===== config.mk =====
export PLATFORM = sky130hd
export DESIGN_NAME = opl3_reg_wr_arbiter
export DESIGN_NICKNAME = d
export VERILOG_FILES = /design/src/rtl/opl3_reg_wr_arbiter.sv
export SDC_FILE = /design/constraint.sdc
export NUM_CORES = 1
export LEC_CHECK = 0
export BUFFER_PORTS_ARGS = -buffer_cell sky130_fd_sc_hd__buf_2
export CAP_MARGIN = 10
export CORE_UTILIZATION = 30
export CTS_CLUSTER_SIZE = 10
export DETAILED_ROUTE_END_ITERATION = 7
export PLACE_DENSITY = 0.56
export REMOVE_ABC_BUFFERS = 1
export SKIP_LAST_GASP = 1
export SYNTH_ARGS = -nofsm -noshare
export SYNTH_HDL_FRONTEND = slang
export SYNTH_SLANG_ARGS = --single-unit

===== constraint.sdc =====
create_clock -name clk -period 5.7 [get_ports clk]
set_input_delay 1.14 -clock clk [delete_from_list [all_inputs] [get_ports clk]]
set_output_delay 1.14 -clock clk [all_outputs]
set_load 0.01 [all_outputs]

===== src/rtl/opl3_reg_wr_arbiter.sv =====
// Shares the OPL3 register-write port between the host bus (req 0) and the playback engine (req 1),
// spacing issued writes and holding channel-mix writes back while channel accumulation runs.
package opl3_reg_wr_arbiter_pkg;

    localparam int REG_FILE_DATA_WIDTH = 8;

    typedef struct packed {
        logic                           valid;
        logic                           bank_num;
        logic [7:0]                     address;
        logic [REG_FILE_DATA_WIDTH-1:0] data;
    } opl3_reg_wr_t;

endpackage

module opl3_reg_wr_arbiter
    import opl3_reg_wr_arbiter_pkg::*;
#(
    parameter int unsigned MIN_WR_GAP      = 4,   // 1..255, 1 = back-to-back writes
    parameter bit          HOLD_MIX_WRITES = 1'b1
) (
    input  logic                                 clk,
    input  logic                                 reset_n,
    input  logic [1:0]                           req_valid,
    output logic [1:0]                           req_ready,
    input  logic [1:0]                           req_bank_num,
    input  logic [1:0][7:0]                      req_address,
    input  logic [1:0][REG_FILE_DATA_WIDTH-1:0]  req_data,
    input  logic                                 sample_clk_en,
    input  logic                                 ops_done_pulse,
    input  logic                                 channel_valid,
    output opl3_reg_wr_t                         opl3_reg_wr,
    output logic                                 mix_hold,
    output logic [15:0]                          held_count
);

    localparam logic [7:0] GAP_LOAD = 8'(MIN_WR_GAP - 1);

    logic [7:0] gap_cnt;
    logic       rr_ptr;
    logic       accum_busy;
    logic       gap_open;
    logic [1:0] blocked;
    logic [1:0] eligible;
    logic [1:0] stalled;
    logic [1:0] grant;
    logic       grant_idx;

    // Registers that change channel output routing or mixing.
    function automatic logic is_mix(input logic bank, input logic [7:0] addr);
        return (addr >= 8'hC0 && addr <= 8'hC8)
            || (bank && (addr == 8'h04 || addr == 8'h05))
            || (!bank && addr == 8'hBD);
    endfunction

    assign mix_hold = accum_busy & HOLD_MIX_WRITES;
    assign gap_open = (gap_cnt == 8'd0);

    always_comb begin
        for (int i = 0; i < 2; i++) begin
            blocked[i]  = mix_hold && is_mix(req_bank_num[i], req_address[i]);
            eligible[i] = req_valid[i] && !blocked[i] && gap_open;
            stalled[i]  = req_valid[i] && blocked[i] && gap_open;
        end
    end

    // NOTE: every combinational output gets a default before any branch, so no latch is inferred.
    always_comb begin
        grant = 2'b00;
        case (eligible)
            2'b01:   grant = 2'b01;
            2'b10:   grant = 2'b10;
            2'b11:   grant = rr_ptr ? 2'b10 : 2'b01;
            default: grant = 2'b00;
        endcase
        // Nothing is accepted while reset is asserted, even with requests pending.
        if (!reset_n) grant = 2'b00;
    end

    assign req_ready = grant;
    assign grant_idx = grant[1];

    // NOTE: sequential state uses non-blocking assignments only, so every flop samples pre-edge values.
    always_ff @(posedge clk or negedge reset_n) begin
        if (!reset_n) begin
            opl3_reg_wr <= '0;
            gap_cnt     <= 8'd0;
            rr_ptr      <= 1'b0;
        end else if (grant != 2'b00) begin
            opl3_reg_wr <= '{valid:    1'b1,
                             bank_num: req_bank_num[grant_idx],
                             address:  req_address[grant_idx],
                             data:     req_data[grant_idx]};
            gap_cnt     <= GAP_LOAD;
            rr_ptr      <= ~grant_idx;
        end else begin
            opl3_reg_wr.valid <= 1'b0;
            if (!gap_open) gap_cnt <= gap_cnt - 8'd1;
        end
    end

    // Clear wins over set so a new sample never starts with a stale blackout.
    always_ff @(posedge clk or negedge reset_n) begin
        if (!reset_n) begin
            accum_busy <= 1'b0;
        end else if (channel_valid || sample_clk_en) begin
            accum_busy <= 1'b0;
        end else if (ops_done_pulse) begin
            accum_busy <= 1'b1;
        end
    end

    always_ff @(posedge clk or negedge reset_n) begin
        if (!reset_n) begin
            held_count <= 16'd0;
        end else if ((|stalled) && held_count != 16'hFFFF) begin
            held_count <= held_count + 16'd1;
        end
    end

endmodule


==> flow_summary.ini, run 1 <==
[timing]
finalCritPeriodShare = 0.669
maxClockFrequency_mhz = 262
pin_slew_with_the_least_headroom_to_its_limit_ns = 0.581
timing.final.setup_violations = 0
rsz0062_at_grt = no
report.final.slew_viol_count = 0
max-slew-margin-rel = 0.613
clock-skew-final_ns = 0.00903
timing.setup.tns_ns = 0
period_minus_slack_ns = 3.81
hold_viol = 0
hold-worst-slack_ns = 0.491

[global_routing]
grt.busiest_layer = met2
global_route_wire_length_before_repair_um = 9410
number_of_global_route_vias_before_repair = 1897
grt.met3_usage = 0.0387
grtUsageTotal = 0.143
largest_net_degree_at_the_start_of_global_routing = 47
antenna_violations_before_repair = 0
globalRouteOverflowTotal = 0
met1_usage = 0.201
met2_usage = 0.215

[setup_path]
data_arrival_at_the_endpoint_of_the_critical_path_ns = 2.67
critPathCaptureType = output port
worst-setup-path-type = in2out
start_kind = primary input
critPathMaxFanout = 4
timing.critical_path.required_ns = 4.56

[clock_network]
htree_num_levels = 2
clockBufferDepth = 2
clk_latency_ns = 0.30
ctsHoldBuffers = 0
post_cts_buffers = 0
cts.sink_count = 44
cts_root_buf = clkbuf_8
cts_made_buffers = 5
clk_pin_slew_ns = 0.07
post_cts.resized_instances = 0
clock_tree_from_tritoncts = built

[cells_and_area]
final_net_count = 336
drive_above_1_share = 0.429
antennaDiodeCount = 0
stdcell_count = 396
area_delta_synth_final_pct = 25.9

[yosys]
main_combinational_cell_family_by_area_after_synthesis = simple AND/OR/NAND/NOR gates
synth_edf_count = 0
synth.lib_cells_used.distinct = 44
primary_ff_master_synth = dfrtp_1
synth_seq_cells = 44
synth_compound_gate_area_share = 0.0635
ys_async_rst_share = 1.00
synth_largest_type_area_fraction = 0.466
synth_area_per_cell_um2 = 11.3
yosysWarningCount = 0
synth.area.mux_share = 0.166
post_synth_most_frequent_cells = dfrtp_1 (44), mux2_2 (34), nand2_1 (15), xor2_1 (15), nor4_1 (8)
synth-adder-area-share = 0.0106
synth.yosys.seq_area_share = 0.466
synth_top_area_cell = dfrtp_1
combined_area_of_all_synthesized_cells_mm2 = 0.00236
synth.area.top_cells = dfrtp_1 (47%), mux2_2 (16%), xor2_1 (5.6%)
synthXorXnorAreaFrac = 0.0704
synthMostInstantiatedCell = dfrtp_1
post_synth_and_or_nand_nor_area_fraction = 0.206
postSynthCellCount = 209

[route]
drt-initial-drc-count = 72
routedWlPerCell_um = 14.0
antenna_left = 0
drt_first_pass_iters = 4
drt_drc_violations_left = 0
routed_wirelength_um = 5540
vias = 1942
detail_route.vias_per_cell = 4.90

[pwr]
ir_drop_v = 0.000182
totalPowerFinal_mw = 0.974
leakage_nw = 1.51
power_per_cell_area_mw_per_mm2 = 327

[die]
die_h_um = 90.8
rows = 32
pin_count = 78
chipWidth_um = 90.8
core_region_area_mm2 = 0.00769
die-area_mm2 = 0.00824
initial_utilization = 0.308

[placed_design]
dpl.cell_count = 388
buffer_ports.inserted = 77
global_placer_s_final_weighted_congestion = 0.729
dp.final_hpwl_um = 4090

[job]
drv.max_cap_violation_count = 0

[min_path]
hold_path.class = reg2reg

[outcome]
outcome = finished, final reports clean
## flip-flops by register name, indices dropped and copies added (netlist names)
signal	count
gap_cnt	8
held_count	16
mix_hold	1
opl3_reg_wr	18
rr_ptr	1
## cells by family after synthesis
logic type,count (synthesis)
AOI/OAI and AO/OA,17
and+or+nand+nor,83
muxes,35
xor gates and xnor gates,19
adders and majority gates,2
buffers and inverters,9
DFF,44
## worst max-delay path, stage by stage
cell and delay (ns):
buf_2 0.12, nand2b_1 0.14, a2111o_1 0.44, o211a_1 0.28, nor4_1 0.34, buf_2 0.20
## cell type report
type | count | area (µm²)
inverters | 4 | 15.0
repair buffers | 82 | 423
clock buffers | 8 | 90.1
fillers | 798 | 4710
multi-input cells | 156 | 1220
flip-flops and latches | 44 | 1100
well taps | 102 | 128
## per-stage QoR
step,setup slack (ns),utilization,cell area (µm²)
4_1_cts,1.87,0.387,2980
2_1_floorplan,1.81,-,2340
6_report,1.89,0.387,2980
5_1_grt,1.70,0.387,2980
3_5_place_dp,1.88,0.376,2890
3_3_place_gp,1.87,0.376,2890
## routing by layer
metal,part of all wire,vias up,wire length [µm]
li1,-,936,-
met2,0.45,46,2490
met4,0.011,0,61
met1,0.49,954,2740
met5,0,-,0
met3,0.044,6,245
## power by group
part / leakage, nW / switching (mW) / internal [mW]
logic: 0.892 / 0.135 / 0.173
registers: 0.574 / 0.0630 / 0.400
clock network: 0.0455 / 0.104 / 0.0990
## placed cells by master (no fill, tap or decap), types with 7 or more instances in the layout
master,synthesis,layout
nor2_1,7,7
nand2_1,15,15
nor3_1,7,7
dfrtp_1,44,44
nor4_1,8,8
buf_2,1,77
mux2_2,34,34
xor2_1,15,15
## final timing paths
kind                                   to             from  slack (ns)  depth (start not counted)
setup / recovery             req_ready[0]  req_address[11]        1.89                          6
hold / removal                 gap_cnt[7]       gap_cnt[7]        0.49                          1
setup reg to reg           opl3_reg_wr[8]       gap_cnt[0]        2.71                          9
hold reg to reg                gap_cnt[7]       gap_cnt[7]        0.49                          1
max in group asynchronous  opl3_reg_wr[2]          reset_n        4.38                          2
min in group asynchronous  held_count[14]          reset_n        0.92                          2
Power figures use the tool's default switching activity.
==> run 2, diff against run 1 <==
Settings changed: PLACE_DENSITY 0.56 to 0.58.
Clock period 5.7 ns to 3.2 ns, I/O delays scaled along.
==> flow_summary.ini, run 2 (synthesis gave the netlist of run 1 again) <==
[pwr]
ir_drop_v = 0.000322
leakage_nw = 1.54
power_per_cell_area_mw_per_mm2 = 595

[route]
antenna_left = 0
drt-initial-drc-count = 77
drt_drc_violations_left = 0
detail_route.vias_per_cell = 4.84
routedWlPerCell_um = 14.0
routed_wirelength_um = 5600
drt_first_pass_iters = 4
vias = 1937

[timing]
rsz0062_at_grt = no
timing.setup.tns_ns = 0
maxClockFrequency_mhz = 337
pin_slew_with_the_least_headroom_to_its_limit_ns = 1.04
max-slew-margin-rel = 0.307
timing.final.setup_violations = 0
period_minus_slack_ns = 2.96
hold_viol = 0
final_critical_path_setup_slack_ns = 0.236
clock-skew-final_ns = 0.0119
report.final.slew_viol_count = 0
finalCritPeriodShare = 0.926
hold-worst-slack_ns = 0.355

[min_path]
hold_path.class = in2async

[setup_path]
data_arrival_at_the_endpoint_of_the_critical_path_ns = 2.32
timing.critical_path.cells = buf_2 > o21a_1 > a2111o_1 > o211a_1 > nor4_1 > buf_4 > buf_2
worst_path_dominant_cell_family = compound AO/OA/AOI/OAI gates
setup.reg_to_reg.worst_slack_ns = 0.54
crit_top_cell = buf_2
worst-path-buf-inv = 3
worst_path_max_delay_cell = a2111o_1
worstReg2RegEnd = opl3_reg_wr[15]
worst-path-stages = 7
start_kind = primary input
critPathCaptureType = output port
crit_path_max_incr_delay_ns = 0.41
r2r-start = gap_cnt[0]
worst-setup-path-type = in2out
reg2regPathDepth = 9
critPathMaxFanout = 3
timing.critical_path.required_ns = 2.56

[global_routing]
global_route_wire_length_before_repair_um = 9180
met2_usage = 0.208
grt.busiest_layer = met2
met1_usage = 0.200
largest_net_degree_at_the_start_of_global_routing = 26
number_of_global_route_vias_before_repair = 1846
grt.met3_usage = 0.0328
grtUsageTotal = 0.140
globalRouteOverflowTotal = 0
antenna_violations_before_repair = 0

[cells_and_area]
registers.top_by_ff_count = opl3_reg_wr
multiInputGateArea_mm2 = 0.00123
fillerInstances = 801
antennaDiodeCount = 0
area_delta_synth_final_pct = 28.2
most_common_cell_after_layout_fill_and_taps_aside = buf_2
final_net_count = 340
reg_top3 = opl3_reg_wr x18, held_count x16, gap_cnt x8
layout_common_cells = buf_2 (77), dfrtp_1 (44), mux2_2 (34)
seqCellArea_mm2 = 0.00110
largest_reg_flops = 18
drive_above_1_share = 0.443

[placed_design]
buffer_ports.inserted = 77
dp.final_hpwl_um = 4330
global_placer_s_final_weighted_congestion = 0.776
place_worst_setup_slack_ns = 0.182

[clock_network]
clk_latency_ns = 0.30
htree_num_levels = 2
clockBufferDepth = 2
cts_root_buf = clkbuf_8
clock_tree_from_tritoncts = built
cts.sink_count = 44
clk_pin_slew_ns = 0.09
ctsHoldBuffers = 0
cts_made_buffers = 5

[die]
die-area_mm2 = 0.00824
initial_utilization = 0.308
die_h_um = 90.8
core_region_area_mm2 = 0.00769
rows = 32
pin_count = 78
chipWidth_um = 90.8

[outcome]
outcome = finished, final reports clean

[job]
drv.max_cap_violation_count = 0
run 2: changes by cell type in the layout (fill, tap and decap cells not counted), sizes merged:
cell	delta
bufinv	+1
clkinv	+1
buf	+4
clkbuf	-2
run 2: power breakdown:
group | switching, mW | total, mW | leakage [nW] | internal, mW
registers | 0.112 | 0.824 | 0.574 | 0.712
logic | 0.240 | 0.554 | 0.914 | 0.314
clock network | 0.194 | 0.426 | 0.0552 | 0.232
run 2: through the flow:
step | cells | utilization | cell area [µm²] | power, mW
6_report | 400 | 0.394 | 3030 | 1.80
5_1_grt | 400 | 0.394 | 3030 | 1.93
4_1_cts | 400 | 0.394 | 3030 | 1.82
3_5_place_dp | 392 | 0.380 | 2920 | 1.40
3_3_place_gp | 392 | 0.380 | 2920 | 1.37
2_1_floorplan | 204 | - | 2340 | 1.18
run 2: per-layer routing:
metal | wire (µm) | up-vias | share of wire
li1 | - | 944 | -
met1 | 2670 | 935 | 0.48
met2 | 2550 | 52 | 0.46
met3 | 293 | 6 | 0.052
met4 | 78 | 0 | 0.014
met5 | 0 | - | 0
run 2: area by class of cell:
| class | count | share of cell area |
|---|---|---|
| timing repair buffer | 86 | 0.149 |
| clock inverter | 2 | 0.0116 |
| tap | 102 | 0.0421 |
| sequential | 44 | 0.363 |
| multi-input combinational | 156 | 0.405 |
| clock buffer | 6 | 0.0239 |
| inverter | 4 | 0.00495 |
run 2: worst max path at each step:
stage / start / end / slack [ns]
after floorplan: req_address[8] / opl3_reg_wr[0] / 0.14
after global placement: req_address[8] / opl3_reg_wr[5] / 0.25
after detailed placement: req_address[8] / opl3_reg_wr[15] / 0.18
after CTS: gap_cnt[0] / req_ready[0] / 0.17
after global routing: gap_cnt[0] / req_ready[0] / 0.10
final: req_address[8] / req_ready[0] / 0.24
run 2: repair_timing:
action / in CTS / in global routing
endpoints found under the setup margin: 0 / 1
gates resized for setup: 0 / 1
buffers inserted: 0 / 0
==> run 3, diff against run 2 <==
Settings changed: PLACE_DENSITY 0.58 to not set, PLACE_DENSITY_LB_ADDON set to 0.05.
==> flow_summary.ini, run 3 (synthesis gave the netlist of run 1 again) <==
[cells_and_area]
largest_reg_flops = 18
final_net_count = 339
registers.top_by_ff_count = opl3_reg_wr
seqCellArea_mm2 = 0.00110
layout_common_cells = buf_2 (77), dfrtp_1 (44), mux2_2 (34)
reg_top3 = opl3_reg_wr x18, held_count x16, gap_cnt x8
antennaDiodeCount = 0
fillerInstances = 799
most_common_cell_after_layout_fill_and_taps_aside = buf_2
area_delta_synth_final_pct = 28.5
multiInputGateArea_mm2 = 0.00122
drive_above_1_share = 0.441

[pwr]
power_per_cell_area_mw_per_mm2 = 597
totalPowerFinal_mw = 1.82
leakage_nw = 1.54
ir_drop_v = 0.000171

[route]
drt_drc_violations_left = 0
drt-initial-drc-count = 62
antenna_left = 0
routedWlPerCell_um = 14.2
drt_first_pass_iters = 4
detail_route.vias_per_cell = 4.79
vias = 1913
routed_wirelength_um = 5680

[clock_network]
clk_latency_ns = 0.30
clockBufferDepth = 2
cts.sink_count = 44
post_cts.resized_instances = 0
cts_made_buffers = 5
post_cts_buffers = 0
ctsHoldBuffers = 0
htree_num_levels = 2
clock_tree_from_tritoncts = built
cts_root_buf = clkbuf_8
clk_pin_slew_ns = 0.09

[setup_path]
data_arrival_at_the_endpoint_of_the_critical_path_ns = 2.32
r2r-start = gap_cnt[0]
critPathCaptureType = output port
setup.reg_to_reg.worst_slack_ns = 0.46
critPathMaxFanout = 5
reg2regPathDepth = 9
worst-setup-path-type = reg2out
worstReg2RegEnd = opl3_reg_wr[10]
timing.critical_path.required_ns = 2.56
start_kind = register

[global_routing]
globalRouteOverflowTotal = 0
antenna_violations_before_repair = 0
grtUsageTotal = 0.142
largest_net_degree_at_the_start_of_global_routing = 25
global_route_wire_length_before_repair_um = 9270
number_of_global_route_vias_before_repair = 1903

[placed_design]
global_placer_s_final_weighted_congestion = 0.761
buffer_ports.inserted = 77
place_worst_setup_slack_ns = 0.252
dp.final_hpwl_um = 4290

[die]
core_region_area_mm2 = 0.00769
initial_utilization = 0.308
rows = 32
chipWidth_um = 90.8
die-area_mm2 = 0.00824
pin_count = 78
die_h_um = 90.8

[timing]
rsz0062_at_grt = no
hold_viol = 0
report.final.slew_viol_count = 0
max-slew-margin-rel = 0.396
final_critical_path_setup_slack_ns = 0.245
pin_slew_with_the_least_headroom_to_its_limit_ns = 0.907
timing.setup.tns_ns = 0
period_minus_slack_ns = 2.96
clock-skew-final_ns = 0.00899
maxClockFrequency_mhz = 338
timing.final.setup_violations = 0
finalCritPeriodShare = 0.924

[job]
drv.max_cap_violation_count = 0

[min_path]
hold_path.class = in2async

[outcome]
outcome = finished, final reports clean
-- run 3: cell types whose count changed in the layout (fill, tap and decap cells not counted) --
cell      before  now
buf_12         0    1
nor4b_1        2    3
clkinv_2       1    0
clkbuf_1       1    0
nor4b_2        1    0
clkinv_4       0    2
buf_4          9    7
-- run 3: area by class of cell --
type | instances | area share
Clock inverter | 3 | 0.0156
Timing Repair Buffer | 85 | 0.151
Sequential cell | 44 | 0.362
Tap cell | 102 | 0.0420
Clock buffer | 5 | 0.0226
Inverter | 4 | 0.00494
Multi-Input combinational cell | 156 | 0.402
-- run 3: worst max path at each step --
| stage | from | to | slack, ns | cells after the start |
|---|---|---|---|---|
| 2_1_floorplan | req_address[8] | opl3_reg_wr[0] | 0.14 | 6 |
| 3_3_place_gp | req_address[8] | opl3_reg_wr[10] | 0.24 | 8 |
| 3_5_place_dp | req_address[8] | opl3_reg_wr[10] | 0.25 | 8 |
| 4_1_cts | gap_cnt[0] | req_ready[0] | 0.17 | 7 |
| 5_1_grt | gap_cnt[0] | req_ready[0] | 0.05 | 7 |
| 6_report | gap_cnt[0] | req_ready[0] | 0.24 | 7 |
-- run 3: report_power, final --
group | switching, mW | internal [mW] | total, mW | leakage (nW)
clock network | 0.209 | 0.235 | 0.444 | 0.0583
registers | 0.106 | 0.712 | 0.818 | 0.574
logic | 0.239 | 0.314 | 0.553 | 0.911
-- run 3: critical path: stages, from the launching register on --
cell and delay, ns:
dfrtp_1 0.41, inv_1 0.10, ha_1 0.22, nor4b_1 0.33, and2_2 0.29, nand2_1 0.13
nor4_1 0.33, buf_2 0.21
-- run 3: per-stage QoR --
stage | utilization | std cells | instance area [µm²] | hold WS (ns)
final | 0.395 | 399 | 3040 | 0.350
after detailed placement | 0.380 | 391 | 2920 | 0.477
after floorplan | - | 204 | 2340 | 0.344
after CTS | 0.395 | 399 | 3040 | 0.360
after global placement | 0.380 | 391 | 2920 | 0.472
after global routing | 0.395 | 399 | 3040 | 0.370
-- run 3: per-layer routing --
layer | routed length (µm) | vias to the layer above | track usage
li1 | - | 940 | -
met1 | 2570 | 913 | 0.179
met2 | 2750 | 53 | 0.241
met3 | 280 | 7 | 0.0328
met4 | 75 | 0 | 0.0437
met5 | 0 | - | 0
